==> config.mk <==
export PLATFORM = sky130hd
export DESIGN_NAME = vnu
export DESIGN_NICKNAME = d
export VERILOG_FILES = /design/src/rtl/vnu.sv
export SDC_FILE = /design/constraint.sdc
export NUM_CORES = 1
export LEC_CHECK = 0
export CORE_MARGIN = 3
export CORE_UTILIZATION = 60
export DETAILED_ROUTE_END_ITERATION = 8
export PLACE_DENSITY = 0.84
export SLEW_MARGIN = 20
export SYNTH_ARGS = -nofsm -noshare
export SYNTH_HDL_FRONTEND = slang
export SYNTH_SLANG_ARGS = --single-unit
==> constraint.sdc <==
create_clock -name clk -period 7.07 [get_ports clk]
set_input_delay 1.414 -clock clk [delete_from_list [all_inputs] [get_ports clk]]
set_output_delay 1.414 -clock clk [all_outputs]
set_load 0.02 [all_outputs]
==> src/rtl/vnu.sv <==
// Degree-3 variable node for min-sum LDPC decoding: two-stage pipeline that sums the
// channel LLR with three check messages and emits extrinsic sign-magnitude messages.
module vnu (
  input  logic            clk,
  input  logic            rst,
  input  logic            en,
  input  logic            llr_load,
  input  logic [4:0]      llr_in,
  input  logic            init,
  input  logic            in_valid,
  input  logic [2:0][4:0] C_in,
  output logic [2:0][5:0] X_out,
  output logic            out_valid,
  output logic            hard_bit,
  output logic [3:0]      iter_cnt
);

  // Sign-magnitude to 7-bit two's complement; negative zero maps to 0.
  function automatic logic [6:0] sm2tc(input logic [4:0] sm);
    logic [6:0] m;
    m = {3'b000, sm[3:0]};
    return sm[4] ? (~m + 7'd1) : m;
  endfunction

  logic [4:0]      llr_q, llr_d;
  logic [3:0]      iter_q, iter_d;
  logic            s1_valid_q, s1_valid_d;
  logic [6:0]      total_q, total_d;
  logic [6:0]      c_q [3];
  logic [6:0]      c_d [3];
  logic            ov_q, ov_d;
  logic            hard_q, hard_d;
  logic [2:0][5:0] x_q, x_d;

  logic [6:0]      l_sel;
  logic [7:0]      ext [3];
  logic [7:0]      ext_abs [3];

  always_comb begin
    llr_d      = llr_q;
    iter_d     = iter_q;
    s1_valid_d = in_valid;
    total_d    = total_q;
    for (int i = 0; i < 3; i++) c_d[i] = c_q[i];
    ov_d       = s1_valid_q;
    hard_d     = hard_q;
    x_d        = x_q;

    if (llr_load) llr_d = llr_in;

    // Same-cycle load feeds the new LLR straight into stage 1.
    l_sel = llr_load ? sm2tc(llr_in) : sm2tc(llr_q);

    if (in_valid) begin
      for (int i = 0; i < 3; i++) c_d[i] = init ? 7'd0 : sm2tc(C_in[i]);
      total_d = l_sel + c_d[0] + c_d[1] + c_d[2];
    end

    if (llr_load)
      iter_d = in_valid ? 4'd1 : 4'd0;
    else if (in_valid && iter_q != 4'd15)
      iter_d = iter_q + 4'd1;

    for (int i = 0; i < 3; i++) begin
      ext[i]     = {total_q[6], total_q} - {c_q[i][6], c_q[i]};
      ext_abs[i] = ext[i][7] ? (~ext[i] + 8'd1) : ext[i];
    end

    if (s1_valid_q) begin
      hard_d = total_q[6];
      for (int i = 0; i < 3; i++)
        x_d[i] = {total_q[6], ext[i][7], (ext_abs[i] > 8'd15) ? 4'hf : ext_abs[i][3:0]};
    end
  end

  always_ff @(posedge clk) begin
    if (rst) begin
      llr_q      <= '0;
      iter_q     <= '0;
      s1_valid_q <= 1'b0;
      total_q    <= '0;
      for (int i = 0; i < 3; i++) c_q[i] <= '0;
      ov_q       <= 1'b0;
      hard_q     <= 1'b0;
      x_q        <= '0;
    end else if (en) begin
      llr_q      <= llr_d;
      iter_q     <= iter_d;
      s1_valid_q <= s1_valid_d;
      total_q    <= total_d;
      for (int i = 0; i < 3; i++) c_q[i] <= c_d[i];
      ov_q       <= ov_d;
      hard_q     <= hard_d;
      x_q        <= x_d;
    end
  end

  assign X_out     = x_q;
  assign out_valid = ov_q;
  assign hard_bit  = hard_q;
  assign iter_cnt  = iter_q;

endmodule

; ---- Yosys cells after proc, flatten, opt, wreduce, memory -nomap -nowiden
; Memories as Yosys holds them, arrays and structs flattened.
; Cells that the tools add are included.
[word_totals]
register_bits = 37
ramBits = 21
output_inout_bits = 24
word_cells = 73
n_memories = 1
[op_classes]
add_sub_neg = 15
n_lt_le_gt_ge = 3
eq_ne = 1
n_mux = 27
bitwise = 11
reduce_logical = 6
[memory_table]
columns = memory, depth, word_bits, read_ports, rd_ports_with_merged_regs, wr, line
row1 = c_q, 3, 7, 3, 0, 3, 29  ; logic [6:0] c_q [3];
[op_table]
columns = operator, n
row1 = 7-bit two-way mux, 12
row2 = 7-bit by 1-bit adder with 7-bit output (second input constant), 5
row3 = 4-bit NOT with 7-bit output, 5
row4 = 8-bit by 1-bit adder with 8-bit output (second input constant), 3
row5 = 8-bit by 4-bit > comparator with 1-bit output (second input constant), 3
row6 = 8-bit two-way mux, 3
row7 = 8-bit NOT, 3
row8 = 7-bit by 7-bit subtractor with 8-bit output, 3
row9 = 7-bit adder, 3
row10 = 21-bit two-way mux, 1
row11 = 4-bit two-way mux, 5
row12 = 2-bit AND reduction, 4
row13 = 1-bit two-way mux, 6
row14 = 4-bit by 1-bit adder with 4-bit output (second input constant), 1
row15 = 4-bit != test (second input constant), 1
row16 = 1-bit OR, 3
row17 = 2-bit nonzero test, 1
row18 = 1-bit logical AND, 1

; ---- Logic depth before layout (Yosys ltp)
[depth]
word_depth = 7
mapped_depth = 15
mapped_depth_nobuf = 15

; ---- Least setup slack after synthesis
; Ideal clock, no wire load.
[synth_path]
path_type = input to register
start = in C_in[5] (netlist name)
end = reg total_q[5]
setup_ns = 0.128
arrival_time_ns = 4.406
slack_ns = 2.537
path_stages = 15
path_buffers = 0
cell_sequence = inv_1 > ha_1 > mux2i_1 > or2_2 > fa_1 > fa_1 > inv_1 > ha_1 > fa_1 > a21o_1 > a21oi_1 > xor2_1 > nor2_1 > a21oi_1 > nor2_1
[synth_via]
elab_chain_len = 6
[synth_lines]
columns = element, line
row1 = "start, declared", 11  ; input logic [2:0][4:0] C_in,
row2 = 4-bit NOT with 7-bit output, 22  ; return sm[4] ? (~m + 7'd1) : m;
row3 = 7-bit by 1-bit adder with 7-bit output, 22
row4 = 7-bit two-way mux (*), 22
row5 = 7-bit two-way mux (*), 55  ; for (int i = 0; i < 3; i++) c_d[i] = init ? 7'd0 : sm2tc(C_in[i]);
row6 = 7-bit adder (*) (2 in series), 56  ; total_d = l_sel + c_d[0] + c_d[1] + c_d[2];
row7 = "end signal, assigned", 90  ; total_q <= total_d;
row8 = "end, declared", 28  ; logic [6:0] total_q, total_d;
; Every way passes the cells marked *; elsewhere a longest branch is shown, timed or not.
; A chain may end at the register's enable or synchronous reset.

; ---- Worst setup path after layout
; Same ends and word-level chain as after synthesis.

==> metrics.csv <==
metric,value,unit
outcome,finished clean,
Die Wd,94.7,um
crit-path cells,"clkdlybuf4s50_1, inv_1, ha_1, mux2i_1, or2_2, fa_1, fa_1, inv_1, ha_1, fa_1, a21o_1, a21oi_1, xor2_1, nor2_1, a21oi_1, nor2_1",
Tmin final,4950,ps
crit-path max cell delay,540,ps
total setup buffers inserted after CTS,0,
# hold bufs at CTS,0,
cells after synthesis,563,
first-pass GRT wire length,17400,um
vias per inst,5.85,
"commonest cells after routing, fill and taps aside","nor2_1, clkdlybuf4s50_1, inv_1",
Die Ht,94.7,um
Worst Setup Start Kind,primary input,
Max Clock Skew,4.98,ps
VDD IR max,121,uV
Hold Fails Final Rpt,0,
count of flip-flops with a built-in enable after synthesis,18,
grt total ovfl,0,
power density of the placed cells,224,nW/um2
kind of critical path,in2reg,
Post-Route WL,10300,um
predominant post-synthesis flop cell,dfxtp_1,
Core Area,7450,um2
Total GRT Usage,24.4,%
"most common cell after layout, fill and taps aside",nor2_1,
setup ws final,2120,ps
top post-synthesis cells by area,"dfxtp_1, edfxtp_1, ha_1",
Slew @ Worst Pin,839,ps
clk sinks,52,
count of pins over their slew limit,0,
"Req. time, crit path",7280,ps
routability cong.,0.883,
Netlist cell types,68,
Global Route met3 Usage,3.03,%
Antenna diodes,0,
PnR Total Power,1.19,mW
GR peak layer,met2,
setup TNS,0,ps
number of core rows,31,
largest net degree at the start of global routing,38,
Initial Util,63.4,%
slowest cell on the critical path,fa_1,
post-DP HPWL,8200,um
DR vias,4064,
Crit path max-delay family,adder cells,
Post-CTS Resized,0,
Worst Path Arrival,5150,ps
mapped cell area,4720,um2
dpl ws,1810,ps
Lkg Pwr,2.16,nW
total CTS buffers,5,
share of cells above drive strength 1,5.54,%
maximum level of the CTS H-tree,2,
share of the synthesized area in the top cell type,14.4,%
number of I/O port buffers,49,
vias in the first global route,3830,
critical path capture point type,flop,
asr flop ratio synth,0,%
full die area,8970,um2
setup violators final,0,
GRT met2 Usage,41.2,%
Ports,50,
met1 usage,31.7,%
DRC violations left,0,
sequential share of the synthesized area,25.8,%
unrepaired setup endpoints after global routing,false,
initial antenna violation count,0,
Clock transition at path regs,100,ps
Most common cell on crit path,fa_1,
end-of-flow core utilization,71.3,%
Crit Path Max Fanout,4,
Mean Syn Cell Area,8.39,um2
Yosys Warn Count,0,
Buf/Inv on CP,3,
Area Overhead vs Synth,12.4,%
CTS max path bufs,2,
fmax,202,MHz
final cycle utilization of the critical path,70.0,%
nets,672,
MaxCap Viol Count,0,
worst hold path class,reg2reg,
Synth area leader,dfxtp_1,
per-cell routed wire length,14.8,um
CTS tree,yes,
relative slew slack,44.0,%
#FFs+latches synth,52,
Clock Tree Root,clkbuf_8,
net count after synthesis,640,
Clock Latency Late Sink,320,ps
Final ANT Viol Nets,0,
Iteration-0 DRC Markers,143,
First-pass DRT Iterations,4,
-- power breakdown --
group	switching, mW	internal (mW)
Clock	0.114	0.0727
Combinational	0.373	0.276
Sequential	0.0199	0.331
-- routing by layer --
metal / vias up / share of wire (%)
met5: - / 0
met1: 1889 / 46
met4: 0 / 2.0
met3: 14 / 3.4
li1: 2074 / -
met2: 87 / 48
-- cell type report --
type                    instances  area, um2
multi-input cells             438       3190
fillers                       615       2140
flip-flops and latches         52       1220
repair buffers                 50        498
inverters                      48        180
well taps                      99        124
clock buffers                   5       68.8
clock inverters                 3       25.0
-- worst register-to-register path: stages, from the launching register on --
cell     delay (ps)
dfxtp_1         360
inv_1            60
ha_1            210
or3_1           310
a21oi_1         150
a21oi_1          90
fa_1            520
inv_1            70
fa_1            460
a21o_1          200
a21oi_1         170
xor2_1          150
nor2_1           50
a21oi_1         130
nor2_1           50
-- Yosys cell counts, types with 3 or more instances --
library cell	number
fa_1	15
nand3b_1	6
buf_4	3
nor2_1	58
o2111ai_1	3
o31ai_1	7
and2_1	3
o211ai_1	7
a311oi_1	9
and3_1	6
nor2b_1	6
edfxtp_1	18
a21oi_1	34
inv_1	48
a211oi_2	4
xor2_1	15
xnor2_1	16
a21o_1	8
or2_2	6
ha_1	36
and2b_1	3
or3_1	4
dfxtp_1	34
nand2_1	44
nand3_1	15
o21ai_0	12
buf_6	3
a211oi_1	12
clkbuf_1	17
nand2b_1	20
nor3_1	20
a31oi_1	7
nor4_1	4
mux2i_1	4
o21a_1	5
nor3b_1	10
-- registers in the layout, indices dropped and copies added (netlist names) --
signal and cells:
out_valid 1, c_q 18, iter_cnt 4, X_out 15, ov_d 1, total_q 7, hard_bit 1, llr_q 5
-- worst paths after layout --
check	startpoint	endpoint	slack, ps	cells past startpoint
setup / recovery	C_in[5]	total_q[5]$_SDFFE_PP0P_	2120	16
hold / removal	total_q[0]$_SDFFE_PP0P_	total_q[0]$_SDFFE_PP0P_	460	2
setup reg to reg	llr_q[0]$_SDFFE_PP0P_	total_q[5]$_SDFFE_PP0P_	3970	14
hold reg to reg	total_q[0]$_SDFFE_PP0P_	total_q[0]$_SDFFE_PP0P_	460	2
-- stage by stage --
step / hold WS, ps / instances / cell area, um2
global route: 484 / 695 / 5310
detailed placement: 448 / 687 / 5220
global placement: 445 / 687 / 5220
CTS: 463 / 695 / 5310
finish: 460 / 695 / 5310
floorplan: 436 / 563 / 4720
-- kinds of logic after synthesis --
kind of cell,count (synthesis),synth area share (%)
AOI/OAI and AO/OA,138,21.6
adders and majority gates,51,15.9
buffers and inverters,73,6.54
DFF,52,25.8
xor gates and xnor gates,32,6.09
muxes,5,1.17
and+or+nand+nor,212,22.9
Note: power is estimated with default switching activity, not from simulation.
